## config.mk

```make
export PLATFORM = sky130hd
export DESIGN_NAME = ne16_store_packer
export DESIGN_NICKNAME = d
export VERILOG_FILES = /design/src/rtl/ne16_store_packer.sv
export SDC_FILE = /design/constraint.sdc
export NUM_CORES = 2
export LEC_CHECK = 0
export CAP_MARGIN = 20
export CELL_PAD_IN_SITES_DETAIL_PLACEMENT = 1
export CELL_PAD_IN_SITES_GLOBAL_PLACEMENT = 2
export CORE_ASPECT_RATIO = 1.2
export CORE_MARGIN = 10
export CORE_UTILIZATION = 29
export CTS_BUF_LIST = sky130_fd_sc_hd__clkbuf_4
export DETAILED_ROUTE_END_ITERATION = 7
export PLACE_DENSITY = 0.67
export SYNTH_ARGS = -nofsm -noshare
export SYNTH_HDL_FRONTEND = slang
export SYNTH_SLANG_ARGS = --single-unit
```

## constraint.sdc

```tcl
create_clock -name clk_i -period 14.77 [get_ports clk_i]
set_input_delay 2.2155 -clock clk_i [delete_from_list [all_inputs] [get_ports clk_i]]
set_output_delay 2.2155 -clock clk_i [all_outputs]
set_load 0.01 [all_outputs]
```

## src/rtl/ne16_store_packer.sv

```systemverilog
// ne16_store_packer: packs LSB-contiguous partial-strobe beats into dense DW-bit words; flush emits the residual.
// Define NE16_STORE_PACKER_BYTECNT_EN to build the emitted-byte counter behind byte_cnt_o.
module ne16_store_packer #(
    parameter int DW = 256
) (
    input  logic                       clk_i,
    input  logic                       rst_ni,
    input  logic                       enable_i,
    input  logic                       clear_i,
    input  logic                       flush_i,
    input  logic [DW-1:0]              push_data_i,
    input  logic [DW/8-1:0]            push_strb_i,
    input  logic                       push_valid_i,
    output logic                       push_ready_o,
    output logic [DW-1:0]              pop_data_o,
    output logic [DW/8-1:0]            pop_strb_o,
    output logic                       pop_valid_o,
    input  logic                       pop_ready_i,
    output logic [$clog2(DW/8)-1:0]    pending_o,
    output logic                       busy_o,
    output logic                       flush_done_o,
    output logic                       strb_err_o,
    output logic [31:0]                byte_cnt_o
);
    localparam int NB = DW / 8;
    localparam int CW = $clog2(NB);

    typedef enum logic [1:0] {PACK, FLUSH, DONE} state_e;
    state_e          state_q, state_d;
    logic [DW-1:0]   res_q, res_d, out_data_q, out_data_d, new_m;
    logic [NB-1:0]   out_strb_q, out_strb_d;
    logic [CW-1:0]   pend_q, pend_d;
    logic            out_valid_q, out_valid_d, flush_req_q, flush_req_d, err_q, err_d;
    logic [CW:0]     n, sum;
    logic [2*DW-1:0] wide;
    logic            contig, acc, good, full, pop_hs, out_free, flush_load;

    always_comb begin
        for (int i = 0; i < NB; i++) new_m[i*8 +: 8] = push_data_i[i*8 +: 8] & {8{push_strb_i[i]}};
    end

    assign n        = (CW+1)'($countones(push_strb_i));
    assign contig   = ~|(push_strb_i & (push_strb_i + NB'(1)));
    assign sum      = {1'b0, pend_q} + n;
    assign full     = sum[CW];
    // upper half of the shifted concat is what spills into the next word
    assign wide     = {{DW{1'b0}}, res_q} | ({{DW{1'b0}}, new_m} << {pend_q, 3'b000});
    assign pop_hs   = enable_i & out_valid_q & pop_ready_i;
    assign out_free = ~out_valid_q | pop_hs;
    assign acc      = push_valid_i & push_ready_o;
    assign good     = acc & contig;

    always_ff @(posedge clk_i or negedge rst_ni) begin
        if (!rst_ni) state_q <= PACK;
        else         state_q <= state_d;
    end

    always_comb begin
        state_d = state_q;
        if (enable_i) begin
            case (state_q)
                PACK:    state_d = ((flush_req_q | flush_i) & ~acc) ? FLUSH : PACK;
                FLUSH:   state_d = out_free ? DONE : FLUSH;
                DONE:    state_d = out_valid_q ? DONE : PACK;
                default: state_d = PACK;
            endcase
        end
        if (clear_i) state_d = PACK;
    end

    always_comb begin
        push_ready_o = enable_i & (state_q == PACK) & out_free;
        flush_load   = enable_i & (state_q == FLUSH) & out_free & (pend_q != '0);
        flush_done_o = enable_i & (state_q == DONE) & ~out_valid_q;
    end

    always_comb begin
        res_d       = res_q;
        pend_d      = pend_q;
        out_data_d  = out_data_q;
        out_strb_d  = out_strb_q;
        out_valid_d = out_valid_q & ~pop_hs;
        err_d       = err_q | (acc & ~contig);
        flush_req_d = flush_done_o ? 1'b0 : (flush_req_q | (flush_i & (state_q == PACK)));
        if (good) begin
            res_d  = full ? wide[2*DW-1:DW] : wide[DW-1:0];
            pend_d = sum[CW-1:0];
        end
        if (good & full) begin
            out_data_d  = wide[DW-1:0];
            out_strb_d  = '1;
            out_valid_d = 1'b1;
        end
        if (flush_load) begin
            out_data_d  = res_q;
            out_strb_d  = (NB'(1) << pend_q) - NB'(1);
            out_valid_d = 1'b1;
            res_d       = '0;
            pend_d      = '0;
        end
        if (clear_i) begin
            res_d       = '0;
            pend_d      = '0;
            out_data_d  = '0;
            out_strb_d  = '0;
            out_valid_d = 1'b0;
            err_d       = 1'b0;
            flush_req_d = 1'b0;
        end
    end

    always_ff @(posedge clk_i or negedge rst_ni) begin
        if (!rst_ni) begin
            res_q       <= '0;
            pend_q      <= '0;
            out_data_q  <= '0;
            out_strb_q  <= '0;
            out_valid_q <= 1'b0;
            err_q       <= 1'b0;
            flush_req_q <= 1'b0;
        end else begin
            res_q       <= res_d;
            pend_q      <= pend_d;
            out_data_q  <= out_data_d;
            out_strb_q  <= out_strb_d;
            out_valid_q <= out_valid_d;
            err_q       <= err_d;
            flush_req_q <= flush_req_d;
        end
    end

    assign pop_data_o  = out_data_q;
    assign pop_strb_o  = out_strb_q;
    assign pop_valid_o = out_valid_q & enable_i;
    assign pending_o   = pend_q;
    assign strb_err_o  = err_q;
    assign busy_o      = (pend_q != '0) | out_valid_q | flush_req_q | (state_q != PACK);

`ifdef NE16_STORE_PACKER_BYTECNT_EN
    logic [31:0] cnt_q, cnt_d;
    assign cnt_d = clear_i ? 32'd0 : cnt_q + (pop_hs ? 32'($countones(out_strb_q)) : 32'd0);
    always_ff @(posedge clk_i or negedge rst_ni) begin
        if (!rst_ni) cnt_q <= '0;
        else         cnt_q <= cnt_d;
    end
    assign byte_cnt_o = cnt_q;
`else
    assign byte_cnt_o = '0;
`endif
endmodule
```

Word-level counts from Yosys, hierarchy flattened:

Index checks and enable logic that the tools add are counted.

* flip-flop bits (word level): 554
* output and inout port bits: 330
* input port bits: 295

* equality and inequality tests: 2
* bitwise operators: 60
* shifts and indexed selects: 2
* $add $sub $neg: 34
* reduce and logical (&&, ||, !) cells: 8
* multiplexer cells: 25

Operators by type and width (count)
* $mux 256: 7
* $or 256x512->512: 1
* $shl 256x8->512: 1
* $and 8x8->8: 32
* $mux 32: 3
* $add 1x1->2: 16
* $add 32x1->32 const B: 1
* $and 32x32->32: 1
* $reduce_or 32->1: 1
* $shl 1x5->32 const A: 1
* $sub 32x2->32 const B: 1
* $add 2x2->3: 8
* $add 3x3->4: 4
* $and 1x1->1: 16
* $mux 5: 3
* $add 4x4->5: 2
* $mux 2: 4
* $mux 1: 7
* $or 1x1->1: 7
* $add 5x5->6: 1
* $add 5x6->6: 1
* $pmux 2 s3: 1
* $reduce_bool 3->1: 2
* $reduce_bool 5->1: 1
* other kinds (6): 9

Depth between registers and ports, before layout:

* depth after elaboration: 11
* depth in mapped cells: 24
* mapped depth without buffers: 17

Worst setup path before layout:

Ideal clock, no wire load.

* path kind: in2reg
* from: in push_strb_i[25]
* to: reg res_q[140]
* library setup time: 0.125 ns
* cell stages on the path: 20
* setup slack: 6.606 ns
* data arrival time: 8.039 ns
* buffers on the path: 5
* path through: clkbuf_1 clkbuf_1 inv_1 fa_1 fa_1 fa_1 fa_1 fa_1 fa_1 fa_1 nor2b_1 o211ai_1 a211o_1 and3_1 clkbuf_1 nand2_1 clkbuf_1 clkbuf_1 a211oi_1 a2111oi_0

* word-level cells in the longest chain between the ends: 10

RTL lines
* start, declared: RTL line 12 `input logic [DW/8-1:0] push_strb_i,`
* $add 1x1->2 (not written as such): RTL line 42 `assign n = (CW+1)'($countones(push_strb_i));`
* $add 2x2->3 (not written as such): RTL line 42
* $add 3x3->4 (not written as such): RTL line 42
* $add 4x4->5 (not written as such): RTL line 42
* $add 5x5->6 (not written as such): RTL line 42
* $add 5x6->6: RTL line 44 `assign sum = {1'b0, pend_q} + n;`
* $mux 256: RTL line 86 `res_d = full ? wide[2*DW-1:DW] : wide[DW-1:0];`
* $mux 256: RTL line 85 `if (good) begin`
* $mux 256: RTL line 94 `if (flush_load) begin`
* $mux 256: RTL line 101 `if (clear_i) begin`
* end signal, assigned: RTL line 122 `res_q <= res_d;`
* end, declared: RTL line 30 `logic [DW-1:0] res_q, res_d, out_data_q, out_data_d, new_m;`

Parallel ways exist; a longest one is shown, timed or not. The select of a mux whose other input is x is not followed.
A chain may end at the register's enable or synchronous reset.

Worst setup path in the final report:

* from: in push_strb_i[23]
* to: reg out_data_q[81], in the netlist pop_data_o[81]

* word-level cells in the longest chain between the ends: 8

RTL lines
* $add 1x1->2 (not written as such): RTL line 42
* $add 2x2->3 (not written as such): RTL line 42
* $add 3x3->4 (not written as such): RTL line 42
* $add 4x4->5 (not written as such): RTL line 42
* $add 5x5->6 (not written as such): RTL line 42
* $add 5x6->6: RTL line 44
* $and 1x1->1: RTL line 89 `if (good & full) begin`
* $reduce_bool 3->1 (no line)
* end signal, assigned: RTL line 124 `out_data_q <= out_data_d;`
* end, declared: RTL line 30

Parallel ways exist; a longest one is shown, timed or not. The select of a mux whose other input is x is not followed.

==> key figures <==
Clock network
  • Num CTS Buffers: 158
  • Post-CTS Setup Repair Bufs: 0
  • Hold Buf Count CTS: 0
  • Clk slew on worst S/H paths: 0.07 ns
  • Resized Gates After CTS: 0
  • Later-pin clock latency in the skew report: 1.24 ns
  • Clock Tree Root: clkbuf_4
  • H-tree levels: 4
  • TritonCTS clock tree: done
  • CTS max path bufs: 3
  • CTS sink cnt: 554

Timing
  • Peak Freq: 106.5 MHz
  • Final slew viol count: 0
  • Unrepaired setup endpoints after global routing: no
  • Tmin final: 9.388 ns
  • Period utilisation layout: 0.6356
  • Clock skew: 0.1374 ns
  • Setup_tns: 0 ns
  • Slew Limit Headroom: 0.09362
  • Final Hold Viols: 0
  • Finish-stage setup viols: 0
  • Worst slew pin tran: 1.342 ns

Cells and area
  • Nets: 6199
  • Final core utilization: 0.3532
  • # fillers: 18710
  • P&R area growth vs syn: 20.98%
  • Reg area: 13880 µm²
  • Multi-input logic area: 29960 µm²
  • Layout cell share with drive strength beyond 1: 0.1413

Yosys
  • EDFF count, synth: 0
  • Seq/Total Area, Yosys: 0.2958
  • Post-synth cell types: 93
  • Ys async rst share: 1.000
  • Commonest cells post-synth: 554 x dfrtp_1, 536 x nand2_1, 443 x clkbuf_1
  • Post-Synthesis Cells: 5525
  • Yosys reg bits: 554
  • Ys Warns: 0
  • Top FF cell, synth: dfrtp_1
  • Yosys top cell by area: dfrtp_1
  • Synth top area share: 0.2958
  • Mapped Avg Cell Area: 8.484 µm²
  • Post-Synthesis Cell Area: 46870 µm²
  • Most numerous cell in the Yosys netlist: dfrtp_1
  • Top post-synthesis cells by area: dfrtp_1 30%, mux4_2 9.6%, nand2_1 4.3%

Global routing
  • Largest net degree at the start of global routing: 134
  • GR Overflow Total: 0
  • Vias in the first global route: 53310
  • First-pass GRT wire length: 463200 µm
  • Initial antenna violation count: 35
  • Total track usage: 0.3677

Min path
  • Min-Delay Path Class: reg2reg
  • Hold EP: res_q[110]
  • Min-Delay Path Depth: 1
  • Min-delay src: res_q[110]

Worst setup path
  • Reg-to-Reg Start: pending_o[0]
  • Delay-heaviest family, CP: adder cells
  • Arr. time, crit path: 10.39 ns
  • Worst-path cell chain: clkdlybuf4s50_1 > buf_4 > inv_1 > fa_1 > fa_1 > fa_1 > fa_1 > fa_1 > fa_1 > fa_1 > nor2b_1 > o211ai_1 > nand4_1 > and3_4 > nand2_1 > buf_4 > nor2_4 > buf_4 > o22ai_1
  • Critical path's slowest cell: nor2_4
  • Most numerous cell on the critical path: fa_1
  • CP endpoint kind: flop
  • CP bufs+invs: 5
  • WS Path Type: in2reg
  • CP Max Fanout: 52
  • R2R Setup Slk: 7.04 ns
  • CP required: 15.78 ns
  • Reg-to-Reg End: pop_data_o[81]
  • Cells on worst reg2reg path: 16
  • CP peak stage delay: 0.91 ns
  • Worst setup SP type: primary input
  • Crit path from: push_strb_i[23]

Placement
  • Port bufs: 592
  • DP Wirelength: 259100 µm
  • Placer Congestion: 1.033

Detailed routing
  • Vias per cell: 6.717
  • WL/cell: 42.39 µm
  • DRT antenna net count: 0
  • Residual DRC count: 0
  • Detailed Routing Iterations Pass 1: 6
  • DR iter-0 viols: 7230
  • DRT Wirelength: 342600 µm
  • Vias: 54290

Floorplanning
  • Die Y: 460.4 µm
  • Std cell rows: 161
  • Die area: 178200 µm²
  • Core area: 160600 µm²
  • Initial core utilization: 0.2920
  • Die X: 387.0 µm
  • IO Count: 625

Power and ir drop
  • Leakage power: 22.14 nW
  • Peak VDD IR: 0.00005362 V
  • Pwr Total: 0.004446 W
  • Pwr Density: 78.40 nW/µm²

Status
  • Status: completed

Flow run
  • # Max-Cap Violations: 0
routing by layer:
metal / track usage / part of all wire
met3: 0.1213 / 0.11
met1: 0.4594 / 0.39
met2: 0.5279 / 0.41
met4: 0.2658 / 0.086
met5: 0 / 0.00076
flip-flops by register name, indices dropped and copies added (netlist names):
signal / flops
state_q: 2
res_q: 256
strb_err_o: 1
pending_o: 5
flush_req_q: 1
pop_strb_o: 32
out_valid_q: 1
pop_data_o: 256
logic make-up after synthesis:
group | Yosys count | synth area share
buf+inv | 837 | 0.07431
flops | 554 | 0.2958
other cells | 1 | 0.00008000
xor+xnor | 3 | 0.0005606
compound gates | 1934 | 0.2903
mux | 305 | 0.1195
simple gates | 1851 | 0.2045
fa+ha+maj | 40 | 0.01500
worst max-delay path by stage:
| stage | to | cells after the start |
|---|---|---|
| finish | pop_data_o[81] | 19 |
| global route | pop_data_o[83] | 18 |
| CTS | pop_data_o[89] | 18 |
| detailed placement | pop_data_o[98] | 18 |
| global placement | pop_data_o[88] | 19 |
| floorplan | res_q[140] | 20 |
stage by stage:
stage,cell area (µm²),std cells,hold slack [ns],setup slack [ns]
floorplan,46990,5556,0.4648,6.606
global placement,54610,7800,0.4733,4.386
detailed placement,54670,7806,0.4804,4.382
CTS,56530,8053,0.4936,5.697
global route,56690,8073,0.5029,5.277
finish,56710,8082,0.4928,5.382
report_power, final:
part / total (W) / internal (W) / switching, W
Clock: 0.00149 / 0.000718 / 0.000774
Sequential: 0.00160 / 0.00156 / 0.0000374
Combinational: 0.00135 / 0.000471 / 0.000883
layout make-up:
type / count / share of cell area
inverters: 182 / 0.01238
repair buffers: 803 / 0.1344
diodes: 12 / 0.0005295
multi-input cells: 4165 / 0.5283
flip-flops and latches: 554 / 0.2448
clock inverters: 33 / 0.004457
well taps: 2119 / 0.04675
clock buffers: 214 / 0.02833
placed cells by master (no fill, tap or decap), types with 58 or more instances in the layout:
cell             Yosys  layout
clkdlybuf4s50_1      0     590
dfrtp_1            554     549
nand2_1            536     530
nor2_1             435     416
a21oi_1            364     362
o21ai_0            298     292
and2_1             219     219
clkbuf_4             0     218
nor3_1             204     202
mux4_2             199     199
buf_4               37     193
a211oi_1           193     190
o22ai_1            189     189
inv_1              178     176
a22o_1             162     162
a221oi_1           147     147
nand4b_1           117     117
nand4_1             86      86
a22oi_1             76      76
mux2i_1             58      58
Note: power is estimated with default switching activity, not from simulation.
